`config.mk`:
```
export PLATFORM = sky130hd
export DESIGN_NAME = pipe_chain_flat
export DESIGN_NICKNAME = d
export VERILOG_FILES = /design/src/rtl/pipe_chain_if.sv /design/src/rtl/pipe_chain.sv /design/src/flat_wrapper.sv
export SDC_FILE = /design/constraint.sdc
export NUM_CORES = 1
export LEC_CHECK = 0
export BUFFER_PORTS_ARGS = -buffer_cell sky130_fd_sc_hd__buf_2
export CELL_PAD_IN_SITES_DETAIL_PLACEMENT = 0
export CELL_PAD_IN_SITES_GLOBAL_PLACEMENT = 1
export CORE_UTILIZATION = 35
export DETAILED_ROUTE_END_ITERATION = 6
export GPL_TIMING_DRIVEN = 0
export PLACE_DENSITY_LB_ADDON = 0.1
export SETUP_SLACK_MARGIN = 0.1
export SYNTH_ARGS = -nofsm -noshare
export SYNTH_HDL_FRONTEND = slang
export SYNTH_SLANG_ARGS = --single-unit
```
`constraint.sdc`:
```
create_clock -name clk -period 2 [get_ports clk]
set_clock_uncertainty 0.1 [all_clocks]
set_input_delay 0.2 -clock clk [delete_from_list [all_inputs] [get_ports clk]]
set_output_delay 0.2 -clock clk [all_outputs]
set_load 0.02 [all_outputs]
```
`src/rtl/pipe_chain_if.sv`:
```
// Bundles the pipe_chain stream, flush, forwarding-lookup and occupancy signals.
// slave is the pipeline side; master is the producer/consumer/decode side.
interface pipe_chain_if #(
   parameter int unsigned WIDTH  = 64,
   parameter int unsigned RWIDTH = 32,
   parameter int unsigned CW     = 2
);
   logic              in_valid;
   logic              in_ready;
   logic [WIDTH-1:0]  in_payload;
   logic              in_rf_we;
   logic [4:0]        in_dest;
   logic [RWIDTH-1:0] in_result;
   logic              in_res_rdy;
   logic              out_valid;
   logic              out_ready;
   logic [WIDTH-1:0]  out_payload;
   logic              out_rf_we;
   logic [4:0]        out_dest;
   logic [RWIDTH-1:0] out_result;
   logic              flush;
   logic [4:0]        raddr1;
   logic [4:0]        raddr2;
   logic              fwd_hit1;
   logic              fwd_hit2;
   logic [RWIDTH-1:0] fwd_data1;
   logic [RWIDTH-1:0] fwd_data2;
   logic              hz_stall;
   logic [CW-1:0]     count;

   modport slave (
      input  in_valid, in_payload, in_rf_we, in_dest, in_result, in_res_rdy,
      input  out_ready, flush, raddr1, raddr2,
      output in_ready, out_valid, out_payload, out_rf_we, out_dest, out_result,
      output fwd_hit1, fwd_hit2, fwd_data1, fwd_data2, hz_stall, count
   );

   modport master (
      output in_valid, in_payload, in_rf_we, in_dest, in_result, in_res_rdy,
      output out_ready, flush, raddr1, raddr2,
      input  in_ready, out_valid, out_payload, out_rf_we, out_dest, out_result,
      input  fwd_hit1, fwd_hit2, fwd_data1, fwd_data2, hz_stall, count
   );
endinterface

```
`src/rtl/pipe_chain.sv`:
```
// In-order pipeline register chain with allow-in backpressure, flush, occupancy
// count and a youngest-first register-hazard forwarding lookup for two read ports.
module pipe_chain #(
   parameter int unsigned DEPTH  = 3,
   parameter int unsigned WIDTH  = 64,
   parameter int unsigned RWIDTH = 32,
   parameter int unsigned CW     = $clog2(DEPTH + 1)
) (
   input logic       clk,
   input logic       resetn,
   pipe_chain_if.slave bus
);

   logic [DEPTH-1:0]  valid_q, valid_d;
   logic [DEPTH-1:0]  we_q, we_d;
   logic [DEPTH-1:0]  rdy_q, rdy_d;
   logic [DEPTH-1:0]  allowin;
   logic [WIDTH-1:0]  payload_q [DEPTH];
   logic [WIDTH-1:0]  payload_d [DEPTH];
   logic [4:0]        dest_q    [DEPTH];
   logic [4:0]        dest_d    [DEPTH];
   logic [RWIDTH-1:0] result_q  [DEPTH];
   logic [RWIDTH-1:0] result_d  [DEPTH];
   logic [CW-1:0]     count_q, count_d;

   logic              in_acc;
   logic              out_xfer;
   logic [4:0]        raddr    [2];
   logic [1:0]        hit;
   logic [1:0]        hit_rdy;
   logic [RWIDTH-1:0] hit_data [2];

   // A stage may load when it is empty or the stage ahead of it can move.
   always_comb begin
      allowin[DEPTH-1] = !valid_q[DEPTH-1] | bus.out_ready;
      for (int i = int'(DEPTH) - 2; i >= 0; i--) begin
         allowin[i] = !valid_q[i] | allowin[i+1];
      end
   end

   assign in_acc   = bus.in_valid & allowin[0] & ~bus.flush;
   assign out_xfer = valid_q[DEPTH-1] & bus.out_ready;

   always_comb begin
      valid_d   = valid_q;
      we_d      = we_q;
      rdy_d     = rdy_q;
      payload_d = payload_q;
      dest_d    = dest_q;
      result_d  = result_q;
      if (allowin[0]) begin
         valid_d[0]   = bus.in_valid;
         we_d[0]      = bus.in_rf_we;
         rdy_d[0]     = bus.in_res_rdy;
         payload_d[0] = bus.in_payload;
         dest_d[0]    = bus.in_dest;
         result_d[0]  = bus.in_result;
      end
      for (int i = 1; i < int'(DEPTH); i++) begin
         if (allowin[i]) begin
            valid_d[i]   = valid_q[i-1];
            we_d[i]      = we_q[i-1];
            rdy_d[i]     = rdy_q[i-1];
            payload_d[i] = payload_q[i-1];
            dest_d[i]    = dest_q[i-1];
            result_d[i]  = result_q[i-1];
         end
      end
      if (bus.flush) begin
         valid_d = '0;
      end
   end

   always_comb begin
      if (bus.flush) begin
         count_d = '0;
      end else begin
         count_d = count_q + CW'(in_acc) - CW'(out_xfer);
      end
   end

   always_ff @(posedge clk or negedge resetn) begin
      if (!resetn) begin
         valid_q <= '0;
         we_q    <= '0;
         rdy_q   <= '0;
         count_q <= '0;
         for (int i = 0; i < int'(DEPTH); i++) begin
            payload_q[i] <= '0;
            dest_q[i]    <= '0;
            result_q[i]  <= '0;
         end
      end else begin
         valid_q   <= valid_d;
         we_q      <= we_d;
         rdy_q     <= rdy_d;
         payload_q <= payload_d;
         dest_q    <= dest_d;
         result_q  <= result_d;
         count_q   <= count_d;
      end
   end

   assign raddr[0] = bus.raddr1;
   assign raddr[1] = bus.raddr2;

   // Scan oldest to youngest so the youngest matching writer wins.
   always_comb begin
      for (int p = 0; p < 2; p++) begin
         hit[p]      = 1'b0;
         hit_rdy[p]  = 1'b1;
         hit_data[p] = '0;
         for (int i = int'(DEPTH) - 1; i >= 0; i--) begin
            if (valid_q[i] && we_q[i] && (raddr[p] != 5'd0) && (dest_q[i] == raddr[p])) begin
               hit[p]      = 1'b1;
               hit_rdy[p]  = rdy_q[i];
               hit_data[p] = result_q[i];
            end
         end
      end
   end

   assign bus.in_ready    = allowin[0];
   assign bus.out_valid   = valid_q[DEPTH-1];
   assign bus.out_payload = payload_q[DEPTH-1];
   assign bus.out_rf_we   = we_q[DEPTH-1];
   assign bus.out_dest    = dest_q[DEPTH-1];
   assign bus.out_result  = result_q[DEPTH-1];
   assign bus.fwd_hit1    = hit[0];
   assign bus.fwd_hit2    = hit[1];
   assign bus.fwd_data1   = hit_data[0];
   assign bus.fwd_data2   = hit_data[1];
   assign bus.hz_stall    = (hit[0] & ~hit_rdy[0]) | (hit[1] & ~hit_rdy[1]);
   assign bus.count       = count_q;

endmodule

```
`src/flat_wrapper.sv`:
```
// flat-port wrapper written by rule: the top's interface ports become plain ports
module pipe_chain_flat 
#(
   parameter int unsigned DEPTH  = 3,
   parameter int unsigned WIDTH  = 64,
   parameter int unsigned RWIDTH = 32,
   parameter int unsigned CW     = $clog2(DEPTH + 1)
)
  (clk, resetn, bus_in_valid, bus_in_payload, bus_in_rf_we, bus_in_dest, bus_in_result, bus_in_res_rdy, bus_out_ready, bus_flush, bus_raddr1, bus_raddr2, bus_in_ready, bus_out_valid, bus_out_payload, bus_out_rf_we, bus_out_dest, bus_out_result, bus_fwd_hit1, bus_fwd_hit2, bus_fwd_data1, bus_fwd_data2, bus_hz_stall, bus_count);
  pipe_chain_if #(.WIDTH(WIDTH), .RWIDTH(RWIDTH), .CW(CW)) bus_i ();
  input logic clk;
  input logic resetn;
  input wire logic [$bits(bus_i.in_valid)-1:0] bus_in_valid;
  input wire logic [$bits(bus_i.in_payload)-1:0] bus_in_payload;
  input wire logic [$bits(bus_i.in_rf_we)-1:0] bus_in_rf_we;
  input wire logic [$bits(bus_i.in_dest)-1:0] bus_in_dest;
  input wire logic [$bits(bus_i.in_result)-1:0] bus_in_result;
  input wire logic [$bits(bus_i.in_res_rdy)-1:0] bus_in_res_rdy;
  input wire logic [$bits(bus_i.out_ready)-1:0] bus_out_ready;
  input wire logic [$bits(bus_i.flush)-1:0] bus_flush;
  input wire logic [$bits(bus_i.raddr1)-1:0] bus_raddr1;
  input wire logic [$bits(bus_i.raddr2)-1:0] bus_raddr2;
  output wire logic [$bits(bus_i.in_ready)-1:0] bus_in_ready;
  output wire logic [$bits(bus_i.out_valid)-1:0] bus_out_valid;
  output wire logic [$bits(bus_i.out_payload)-1:0] bus_out_payload;
  output wire logic [$bits(bus_i.out_rf_we)-1:0] bus_out_rf_we;
  output wire logic [$bits(bus_i.out_dest)-1:0] bus_out_dest;
  output wire logic [$bits(bus_i.out_result)-1:0] bus_out_result;
  output wire logic [$bits(bus_i.fwd_hit1)-1:0] bus_fwd_hit1;
  output wire logic [$bits(bus_i.fwd_hit2)-1:0] bus_fwd_hit2;
  output wire logic [$bits(bus_i.fwd_data1)-1:0] bus_fwd_data1;
  output wire logic [$bits(bus_i.fwd_data2)-1:0] bus_fwd_data2;
  output wire logic [$bits(bus_i.hz_stall)-1:0] bus_hz_stall;
  output wire logic [$bits(bus_i.count)-1:0] bus_count;
  assign bus_i.in_valid = bus_in_valid;
  assign bus_i.in_payload = bus_in_payload;
  assign bus_i.in_rf_we = bus_in_rf_we;
  assign bus_i.in_dest = bus_in_dest;
  assign bus_i.in_result = bus_in_result;
  assign bus_i.in_res_rdy = bus_in_res_rdy;
  assign bus_i.out_ready = bus_out_ready;
  assign bus_i.flush = bus_flush;
  assign bus_i.raddr1 = bus_raddr1;
  assign bus_i.raddr2 = bus_raddr2;
  assign bus_in_ready = bus_i.in_ready;
  assign bus_out_valid = bus_i.out_valid;
  assign bus_out_payload = bus_i.out_payload;
  assign bus_out_rf_we = bus_i.out_rf_we;
  assign bus_out_dest = bus_i.out_dest;
  assign bus_out_result = bus_i.out_result;
  assign bus_fwd_hit1 = bus_i.fwd_hit1;
  assign bus_fwd_hit2 = bus_i.fwd_hit2;
  assign bus_fwd_data1 = bus_i.fwd_data1;
  assign bus_fwd_data2 = bus_i.fwd_data2;
  assign bus_hz_stall = bus_i.hz_stall;
  assign bus_count = bus_i.count;
  pipe_chain #(.DEPTH(DEPTH), .WIDTH(WIDTH), .RWIDTH(RWIDTH), .CW(CW)) u_core (.clk(clk), .resetn(resetn), .bus(bus_i));
endmodule
```
==> qor.txt <==
Clock transition at the registers of the reported paths = 0.06 ns
Critical Path RT = 1.70 ns
CTS max path bufs = 3
Tot Pwr = 0.0154 W
Antenna-violating nets left = 0
Number of I/O pins = 291
Hold WS = -0.461 ns
PnR worst setup slack = -0.843 ns
Crit. Startpoint = u_core.dest_q[13]
H-tree levels = 2
# setup viols final = 93
Via count = 12300
Seq/Total Area, Yosys = 0.545
Synth Instances = 1564
Routed wire length = 47200 um
Die ar. = 0.0420 sq mm
Placed insts = 2379
Top cells by count, synth = 668 x nand2_1, 314 x dfrtp_1, 108 x mux2_2
First-pass GRT wire length = 73100 um
Warning count from the yosys run = 0
Core Area = 0.0402 sq mm
Finished Layout Cells = 2621
Final worst-path cycle share = 1.42
Grt ovf = 0
Run status = complete, but fails checks
Count leader, synth = nand2_1
Crit path kind = reg -> out
Peak supply drop = 0.000692 V
Crit path DAT = 2.54 ns
Reg2reg start = u_core.valid_q[2]
Synth-to-layout area growth = 61.2%
CTS Buf Count = 38
Mapped cell area = 0.0144 sq mm
DRT Pass-1 Iters = 4
Clk root buf = clkbuf_16
Top_reg_cell synth = dfrtp_1
DRT iter0 DRCs = 548
Worst Max-Slew Pin Slew = 0.882 ns
Layout cell share with drive strength beyond 1 = 0.442
Slowest CP cell = or4_4
FP Rows = 73
Synth area leader = dfrtp_1
RSZ-0062 raised after global routing = yes
#FFs+latches synth = 314
Placer Congestion = 0.808
CTS tree = yes
Post-synth ARST share = 1.00
Antenna violations before repair = 7
Dpl hpwl = 30600 um
Critical Path, Cell by Cell = xnor2_2 -> nand4_1 -> or4_4 -> buf_12 -> buf_16 -> a31oi_4 -> buf_6
Post-synth EDFFs = 0
R2R depth = 11
Reg2Reg Setup Slack = -0.12 ns
Nets = 2190
Worst Setup End Kind = output pin
Wire per inst = 18.0 um
Largest net degree at the start of global routing = 111
Via density = 4.69
Crit-path max cell delay = 0.48 ns
HP Class = in -> async
Die H = 205 um
Setup TNS Final = -52.17 ns
Number of global-route vias before repair = 12634
Mean post-synth cell area = 9.22 sq um
CTS sink cnt = 314
Place WS = -0.772 ns
Die extent in x = 205 um
Max-slew headroom = 0.412
Insertion delay to the later sink of the worst-skew pair = 0.56 ns
Synth Net Count = 1684
Global Route Usage Sum = 0.228
Static leakage = 11.1 nW
Max-slew violations = 0
Max Freq = 352 MHz
Port-buffer cells = 288
Max cap viols = 0
Final core occ = 0.578
Remaining DRCs = 0
CTS Hold Bufs = 105
Starting density of the core = 0.359
Critical Path End = bus_fwd_data1[24]
Fill count = 3527
Minimum clock period = 2.84 ns
Failing checks = negative hold slack, negative setup slack
PD cells = 663 mW/mm^2
Startpoint kind of the worst setup timing path = register
Top cells by area, synth = dfrtp_1 54%, nand2_1 17%, mux2_2 8.4%
CP Max Fanout = 7
Share of the synthesized area in the top cell type = 0.545
Reg2reg end = u_core.result_q[77]
Final hold viol count = 105
Synth cell types = 39
[metal layers]
metal | GRT usage | vias up | wire, um | part of all wire
met5 | 0 | - | 40 | 0.00085
met4 | 0.0725 | 6 | 1190 | 0.025
met3 | 0.0495 | 76 | 2500 | 0.053
li1 | - | 5971 | - | -
met2 | 0.372 | 263 | 22500 | 0.48
met1 | 0.300 | 5984 | 21000 | 0.44
[critical path, delay by kind of cell (launching register included)]
kind / cells / cell delay [ns]
AOI/OAI and AO/OA: 1 / 0.23
xor gates and xnor gates: 1 / 0.17
buffers and inverters: 3 / 0.50
DFF: 1 / 0.45
and+or+nand+nor: 2 / 0.62
[final cells by class]
type,instances,area [sq um],area share
buffer,186,1800,0.0775
clock inverter,6,77.6,0.00334
clock buffer,56,1090,0.0469
sequential,314,7870,0.339
timing repair buffer,473,4140,0.178
tap,525,657,0.0283
inverter,4,15.0,0.000646
multi-input combinational,1053,7580,0.326
antenna,4,10.0,0.000431
[flip-flops by register name (all words and copies together), names as in the netlist]
| register | count |
|---|---|
| u_core.bus.out_result | 32 |
| u_core.result_q | 64 |
| u_core.dest_q | 10 |
| u_core.bus.count | 2 |
| u_core.valid_q | 3 |
| u_core.rdy_q | 3 |
| u_core.bus.out_payload | 64 |
| u_core.we_q | 3 |
| u_core.bus.out_dest | 5 |
| u_core.payload_q | 128 |
[cell usage in the layout (no fill, tap or decap), types with 6 or more instances in the layout]
| cell | instances |
|---|---|
| nor2_1 | 27 |
| xnor2_2 | 10 |
| buf_8 | 14 |
| clkbuf_16 | 46 |
| clkbuf_4 | 20 |
| mux2_2 | 6 |
| a31oi_4 | 61 |
| buf_12 | 35 |
| dfrtp_2 | 11 |
| nand3_4 | 22 |
| dlygate4sd3_1 | 105 |
| clkbuf_8 | 9 |
| buf_6 | 87 |
| buf_4 | 129 |
| buf_16 | 16 |
| clkbuf_1 | 15 |
| clkbuf_2 | 9 |
| nor2_2 | 12 |
| nor2_4 | 37 |
| xor2_1 | 7 |
| nand2_1 | 666 |
| mux2_4 | 102 |
| xnor2_1 | 15 |
| nand3_2 | 41 |
| dfrtp_1 | 303 |
| buf_2 | 230 |
[how the worst min path moves through the flow]
stage                   start                  end  slack [ns]  depth (start not counted)
2_1_floorplan          resetn  u_core.bus.count[0]       -0.20                          0
3_3_place_gp   bus_in_res_rdy      u_core.rdy_q[0]        0.31                          3
3_5_place_dp           resetn  u_core.result_q[77]        0.19                          1
4_1_cts                resetn  u_core.result_q[77]       -0.40                          1
5_1_grt                resetn  u_core.result_q[77]       -0.36                          1
6_report               resetn  u_core.result_q[77]       -0.46                          1
[logic make-up (layout without fill, tap and decap cells)]
family          after synthesis  after routing  share of synthesized area
other cells                   0              4                          0
mux                         108            108                     0.0843
xor+xnor                     32             32                     0.0194
buf+inv                     197            725                     0.0865
simple gates                837            837                      0.230
flops                       314            314                      0.545
fa+ha+maj                     2              2                    0.00173
compound gates               74             74                     0.0331
[power breakdown]
group          internal (W)  total, W  switching [W]  leakage [nW]
clock network       0.00389   0.00660        0.00271         0.570
registers           0.00673   0.00707       0.000350          3.66
logic              0.000910   0.00174       0.000828          6.84
total                0.0115    0.0154        0.00389          11.1
[per-stage QoR]
| stage | instance area, sq um | hold WS [ns] |
|---|---|---|
| 4_1_cts | 22800 | -0.399 |
| 6_report | 23200 | -0.461 |
| 3_3_place_gp | 17800 | 0.308 |
| 2_1_floorplan | 15700 | -0.196 |
| 3_5_place_dp | 17800 | 0.189 |
| 5_1_grt | 23200 | -0.363 |
[repair_timing]
action / CTS / global route
setup endpoints to repair: 345 / 358
gates cloned: 18 / 2
endpoints found under the hold margin: 213 / 105
pin swaps: 27 / 48
gates resized for setup: 502 / 170
setup buffers: 53 / 17
Note: power is estimated with default switching activity, not from simulation.
